[src/rtl/instruction_fetch.sv]
// Instruction fetch stage: drives a synchronous instruction memory and queues up to four
// words for decode, with early unconditional-B redirect, execute redirect and HALT stop.
module instruction_fetch #(
    parameter int                ADDR_W   = 16,
    parameter logic [ADDR_W-1:0] RESET_PC = '0
) (
    input  logic              clk,
    input  logic              rst,
    output logic              imem_en,
    output logic [ADDR_W-1:0] imem_addr,
    input  logic [31:0]       imem_rdata,
    input  logic              id_ready,
    input  logic              branch_taken,
    input  logic [ADDR_W-1:0] branch_target,
    output logic              instr_valid,
    output logic [31:0]       Instruction,
    output logic [ADDR_W-1:0] instr_pc,
    output logic              next_valid,
    output logic [31:0]       Instruction_next,
    output logic              halted
);

    localparam int DEPTH = 4;

    typedef enum logic {
        S_FETCH,
        S_HALTED
    } state_t;

    state_t              state_reg, state_next;
    logic [ADDR_W-1:0]   fetch_pc_reg, fetch_pc_next;
    logic                inflight_reg, inflight_next;
    logic [ADDR_W-1:0]   inflight_pc_reg, inflight_pc_next;
    logic [1:0]          head_reg, head_next;
    logic [1:0]          tail_reg, tail_next;
    logic [2:0]          count_reg, count_next;

    logic [31:0]         buf_word [DEPTH];
    logic [ADDR_W-1:0]   buf_pc   [DEPTH];

    logic                active;
    logic [31:0]         head_word;
    logic [ADDR_W-1:0]   head_pc;
    logic [1:0]          second_idx;
    logic [2:0]          occupancy;
    logic                pop;
    logic                is_b;
    logic                is_halt;
    logic                redirect;
    logic                b_pop;
    logic                halt_pop;
    logic                squash;
    logic                push;
    logic [ADDR_W-1:0]   b_offset;

    assign active     = (state_reg == S_FETCH);
    assign head_word  = buf_word[head_reg];
    assign head_pc    = buf_pc[head_reg];
    assign second_idx = head_reg + 2'd1;
    assign occupancy  = count_reg + 3'(inflight_reg);

    assign instr_valid = (count_reg != 3'd0);
    assign next_valid  = (count_reg >= 3'd2);
    assign pop         = instr_valid && id_ready;

    assign is_b    = (head_word[31:25] == 7'b1100000);
    assign is_halt = (head_word[31:30] == 2'b11) && (head_word[28:25] == 4'b1000);

    // Execute redirect outranks anything decided from the head word this cycle.
    assign redirect = active && branch_taken;
    assign b_pop    = active && pop && is_b && !redirect;
    assign halt_pop = active && pop && is_halt && !redirect;
    assign squash   = redirect || b_pop || halt_pop;
    assign push     = inflight_reg && active && !squash;

    // B displacement is a signed 16-bit word offset, sized to the address width.
    generate
        if (ADDR_W <= 16) begin : g_off_trunc
            assign b_offset = head_word[ADDR_W-1:0];
        end else begin : g_off_sext
            assign b_offset = {{(ADDR_W-16){head_word[15]}}, head_word[15:0]};
        end
    endgenerate

    assign imem_en   = !rst && active && (occupancy < 3'd4) && !squash;
    assign imem_addr = fetch_pc_reg;

    assign Instruction      = instr_valid ? head_word : 32'd0;
    assign instr_pc         = instr_valid ? head_pc : '0;
    assign Instruction_next = next_valid ? buf_word[second_idx] : 32'd0;
    assign halted           = (state_reg == S_HALTED);

    always_comb begin
        state_next       = state_reg;
        fetch_pc_next    = fetch_pc_reg;
        inflight_next    = 1'b0;
        inflight_pc_next = inflight_pc_reg;
        head_next        = head_reg;
        tail_next        = tail_reg;
        count_next       = count_reg;

        if (imem_en) begin
            fetch_pc_next    = fetch_pc_reg + ADDR_W'(1);
            inflight_next    = 1'b1;
            inflight_pc_next = fetch_pc_reg;
        end

        if (redirect) begin
            fetch_pc_next = branch_target;
            head_next     = 2'd0;
            tail_next     = 2'd0;
            count_next    = 3'd0;
        end else if (b_pop) begin
            fetch_pc_next = head_pc + b_offset;
            head_next     = 2'd0;
            tail_next     = 2'd0;
            count_next    = 3'd0;
        end else if (halt_pop) begin
            state_next = S_HALTED;
            head_next  = 2'd0;
            tail_next  = 2'd0;
            count_next = 3'd0;
        end else begin
            head_next  = head_reg + 2'(pop);
            tail_next  = tail_reg + 2'(push);
            count_next = count_reg + 3'(push) - 3'(pop);
        end
    end

    always_ff @(posedge clk or posedge rst) begin
        if (rst) begin
            state_reg       <= S_FETCH;
            fetch_pc_reg    <= RESET_PC;
            inflight_reg    <= 1'b0;
            inflight_pc_reg <= '0;
            head_reg        <= 2'd0;
            tail_reg        <= 2'd0;
            count_reg       <= 3'd0;
        end else begin
            state_reg       <= state_next;
            fetch_pc_reg    <= fetch_pc_next;
            inflight_reg    <= inflight_next;
            inflight_pc_reg <= inflight_pc_next;
            head_reg        <= head_next;
            tail_reg        <= tail_next;
            count_reg       <= count_next;
        end
    end

    genvar gi;
    generate
        for (gi = 0; gi < DEPTH; gi++) begin : g_entry
            logic [31:0]       word_reg;
            logic [ADDR_W-1:0] pc_reg;

            always_ff @(posedge clk or posedge rst) begin
                if (rst) begin
                    word_reg <= '0;
                    pc_reg   <= '0;
                end else if (push && (tail_reg == 2'(gi))) begin
                    word_reg <= imem_rdata;
                    pc_reg   <= inflight_pc_reg;
                end
            end

            assign buf_word[gi] = word_reg;
            assign buf_pc[gi]   = pc_reg;
        end
    endgenerate

endmodule
[config.mk]
export PLATFORM = sky130hd
export DESIGN_NAME = instruction_fetch
export DESIGN_NICKNAME = d
export VERILOG_FILES = /design/src/rtl/instruction_fetch.sv
export SDC_FILE = /design/constraint.sdc
export NUM_CORES = 1
export LEC_CHECK = 0
export CORE_MARGIN = 1.5
export CORE_UTILIZATION = 57
export DETAILED_ROUTE_END_ITERATION = 10
export GPL_TIMING_DRIVEN = 0
export MAX_ROUTING_LAYER = met4
export PLACE_DENSITY = 0.93
export SLEW_MARGIN = 20
export SYNTH_ARGS = -nofsm -noshare
export SYNTH_HDL_FRONTEND = slang
export SYNTH_SLANG_ARGS = --single-unit
[constraint.sdc]
create_clock -name clk -period 10.3 [get_ports clk]
set_clock_uncertainty 0.2 [all_clocks]
set_input_delay 1.03 -clock clk [delete_from_list [all_inputs] [get_ports clk]]
set_output_delay 1.03 -clock clk [all_outputs]
set_load 0.05 [all_outputs]
==> results by group <==
Run status
  – Status: finished clean

STA
  – Fin crit share: 53.98%
  – Slew Limit Fails: 0
  – Fmax: 179.9 MHz
  – Slew @ Worst Pin: 1.045 ns
  – Hold Violations, Final: 0
  – RSZ-0062 raised after global routing: false
  – Setup violations, final: 0
  – Worst setup margin: 4.740 ns
  – Relative slew slack: 30.33%
  – Final worst path period need: 5.560 ns

Pwr
  – Clock power share: 31.4%
  – Switching Power: 1.116 mW
  – Sw frac: 36.17%
  – Combinational share of power: 37.5%
  – Leakage: 6.940 nW
  – Worst vdd ir: 0.1369 mV
  – Pwr Density: 199.6 mW/mm2
  – Pint: 1.969 mW
  – Sequential share of power: 31.1%

Detailed routing
  – WL final: 35,210 um
  – DR vias: 9,238
  – WL/cell: 25.12 um
  – DR pass1 iterations: 7
  – Post-route DRC: 0
  – Initial DRC Count: 766
  – Post-DRT Antenna Nets: 0
  – Vias per std cell: 6.589

Clocking
  – Sinks on Clock Net: 233
  – Hold buffers post-CTS: 0
  – Clock root buffer: clkbuf_16
  – CTS tree: done
  – Clk pin slew, worst setup/hold paths: 0.06 ns
  – H-tree lvl count: 1
  – CTS-repair resized insts: 0
  – Clock Tree Buf Depth: 3
  – Clk Latency, worst-skew pair: 0.52 ns
  – # Post-CTS Setup Buffers: 0
  – TritonCTS buffer count: 24

Finish
  – FILL cells: 1,319
  – Commonest non-fill, non-tap cell in the layout: dfrtp_1
  – FF/Latch Area: 0.005831 mm2
  – ANT cells: 0
  – Share of layout cells above drive strength 1: 33.07%
  – Area Overhead vs Synth: 22.27%
  – Final layout net count: 1,179
  – Max reg flops: 128
  – Most frequent cells in the layout: dfrtp_1 (233), mux2_2 (191), clkdlybuf4s50_1 (151)
  – Final instance area: 0.01546 mm2
  – Multi-input gate area: 0.006455 mm2

Global route
  – Met1 Use GR: 41.04%
  – Antenna violations before repair: 0
  – Total GRT Usage: 32.16%
  – Global-route wire length before repair: 56,810 um
  – Met2 Use GR: 50.10%
  – Met3 GRT Util: 6.332%
  – Global route hottest layer: met2
  – Largest net degree at the start of global routing: 97
  – Vias in the first global route: 9,862
  – Grt ovf: 0

Placement
  – IO buf count: 151
  – Post-DP HPWL: 23,500 um
  – Cell area after placement: 0.01457 mm2
  – RD Place Congestion: 0.9568
  – Worst slack, placed: 5.092 ns

Floorplan
  – Die height: 151.9 um
  – Row Count: 54
  – Die area: 0.02308 mm2
  – Chip width: 151.9 um
  – Core box area: 0.02182 mm2
  – I/O Pins: 152
  – Initial Util: 57.93%

Min path
  – Hold Path Class: register to register
  – Hold path cells: 1

Worst setup path
  – R2R cell count: 11
  – Crit end category: primary output
  – CP required: 9.07 ns
  – CP Class: register to primary output
  – Crit-path max FO: 11
  – Crit start category: register
  – Worst Path Arrival: 4.33 ns

Synthesis
  – Area of the mapped netlist: 0.01264 mm2
  – Top cell type by total area after synthesis: dfrtp_1
  – Syn Nets: 1,000
  – #FFs+latches synth: 233
  – Post-synth top flop: dfrtp_1
  – Synth top area share: 46.12%
  – Mapped Cells: 925
  – Unique cell type count in the Yosys netlist: 60
  – Mean Syn Cell Area: 13.67 um2
  – Top cells by area, synth: dfrtp_1 (46%), mux2_2 (17%), mux4_2 (14%)
  – Asr flop ratio synth: 100.0%
  – Register area share after synthesis: 46.12%
  – Warnings, synthesis: 0
  – Post-synth EDFFs: 0

Run
  – # Max-Cap Violations: 0
path summary, 6_finish.rpt:
kind / to / slack, ns / start
hold reg to reg: g_entry[2].pc_reg[3]$_DFFE_PP0P_ / 0.30 / g_entry[2].pc_reg[3]$_DFFE_PP0P_
min in group asynchronous: halted$_DFFE_PP0P_ / 0.87 / rst
max in group asynchronous: g_entry[1].word_reg[16]$_DFFE_PP0P_ / 7.90 / rst
hold / removal: g_entry[2].pc_reg[3]$_DFFE_PP0P_ / 0.30 / g_entry[2].pc_reg[3]$_DFFE_PP0P_
setup / recovery: imem_en / 4.74 / count_reg[1]$_DFF_PP0_
setup reg to reg: imem_addr[13]$_DFFE_PP0P_ / 5.47 / head_reg[0]$_DFF_PP0_
stage by stage:
step	hold slack [ns]	instances	util [%]	setup TNS, ns	power (mW)
2_1_floorplan	0.2738	925	-	0	1.760
3_3_place_gp	0.2812	1356	66.46	-8.112	2.100
3_5_place_dp	0.2886	1358	66.75	0	2.117
4_1_cts	0.3026	1402	70.80	0	3.085
5_1_grt	0.3203	1402	70.83	0	3.189
6_report	0.3028	1402	70.83	0	3.085
synthesized netlist by cell type, types with 3 or more instances:
master     instances
a211oi_1          10
a21o_1             5
a21oi_1           19
a22o_1             3
and2_1            82
buf_1              8
buf_2             14
buf_4              8
buf_6              4
clkbuf_1          23
dfrtp_1          233
ha_1              21
inv_1             19
mux2_2           191
mux2_4            20
mux4_2            80
nand2_1           20
nand3_1            5
nand3b_1           4
nand4_1            9
nor2_1            25
nor2b_1            5
nor3_1            11
nor4_1             5
o2111ai_1          3
o211ai_1           6
o21ai_0           23
o22ai_1            3
o31ai_1            4
or3_1              5
xnor2_1           13
xor2_1             8
power groups by stage:
stage          clock network, mW  logic (mW)  registers [mW]
5_1_grt                     1.01        1.21           0.961
3_3_place_gp                   0        1.13           0.973
4_1_cts                    0.970        1.16           0.958
3_5_place_dp                   0        1.14           0.974
6_report                   0.970        1.16           0.959
2_1_floorplan                  0       0.781           0.979
worst max-delay path, stage by stage, from the launching register on:
cell             delay, ns
dfrtp_1               0.44
nor3_1                0.67
inv_1                 0.21
nand4_1               0.37
nor3_1                0.09
nor2_1                0.20
and2_1                0.16
clkbuf_1              0.40
buf_2                 0.39
clkdlybuf4s50_1       0.86
area by class of cell:
type                    instances  area share (%)
well taps                     280           2.266
multi-input cells             616           41.76
clock buffers                  31           4.452
flip-flops and latches        233           37.72
plain buffers                  57           1.886
clock inverters                13           1.271
inverters                      19          0.5100
repair buffers                153           10.13
routing by layer:
| metal | wire length [um] | vias to the layer above | part of all wire, % |
|---|---|---|---|
| met5 | 0 | - | 0 |
| met4 | 1770 | 0 | 5.0 |
| met3 | 2908 | 143 | 8.3 |
| met2 | 16840 | 561 | 48 |
| met1 | 13690 | 4701 | 39 |
| li1 | - | 3833 | - |
logic make-up after synthesis:
| logic type | count (synthesis) | share of synthesized area [%] |
|---|---|---|
| adders and majority gates | 23 | 2.395 |
| buffers and inverters | 76 | 2.870 |
| DFF | 233 | 46.12 |
| and+or+nand+nor | 184 | 8.244 |
| xor gates and xnor gates | 21 | 1.455 |
| AOI/OAI and AO/OA | 96 | 5.196 |
| muxes | 292 | 33.72 |
Power figures use the tool's default switching activity.
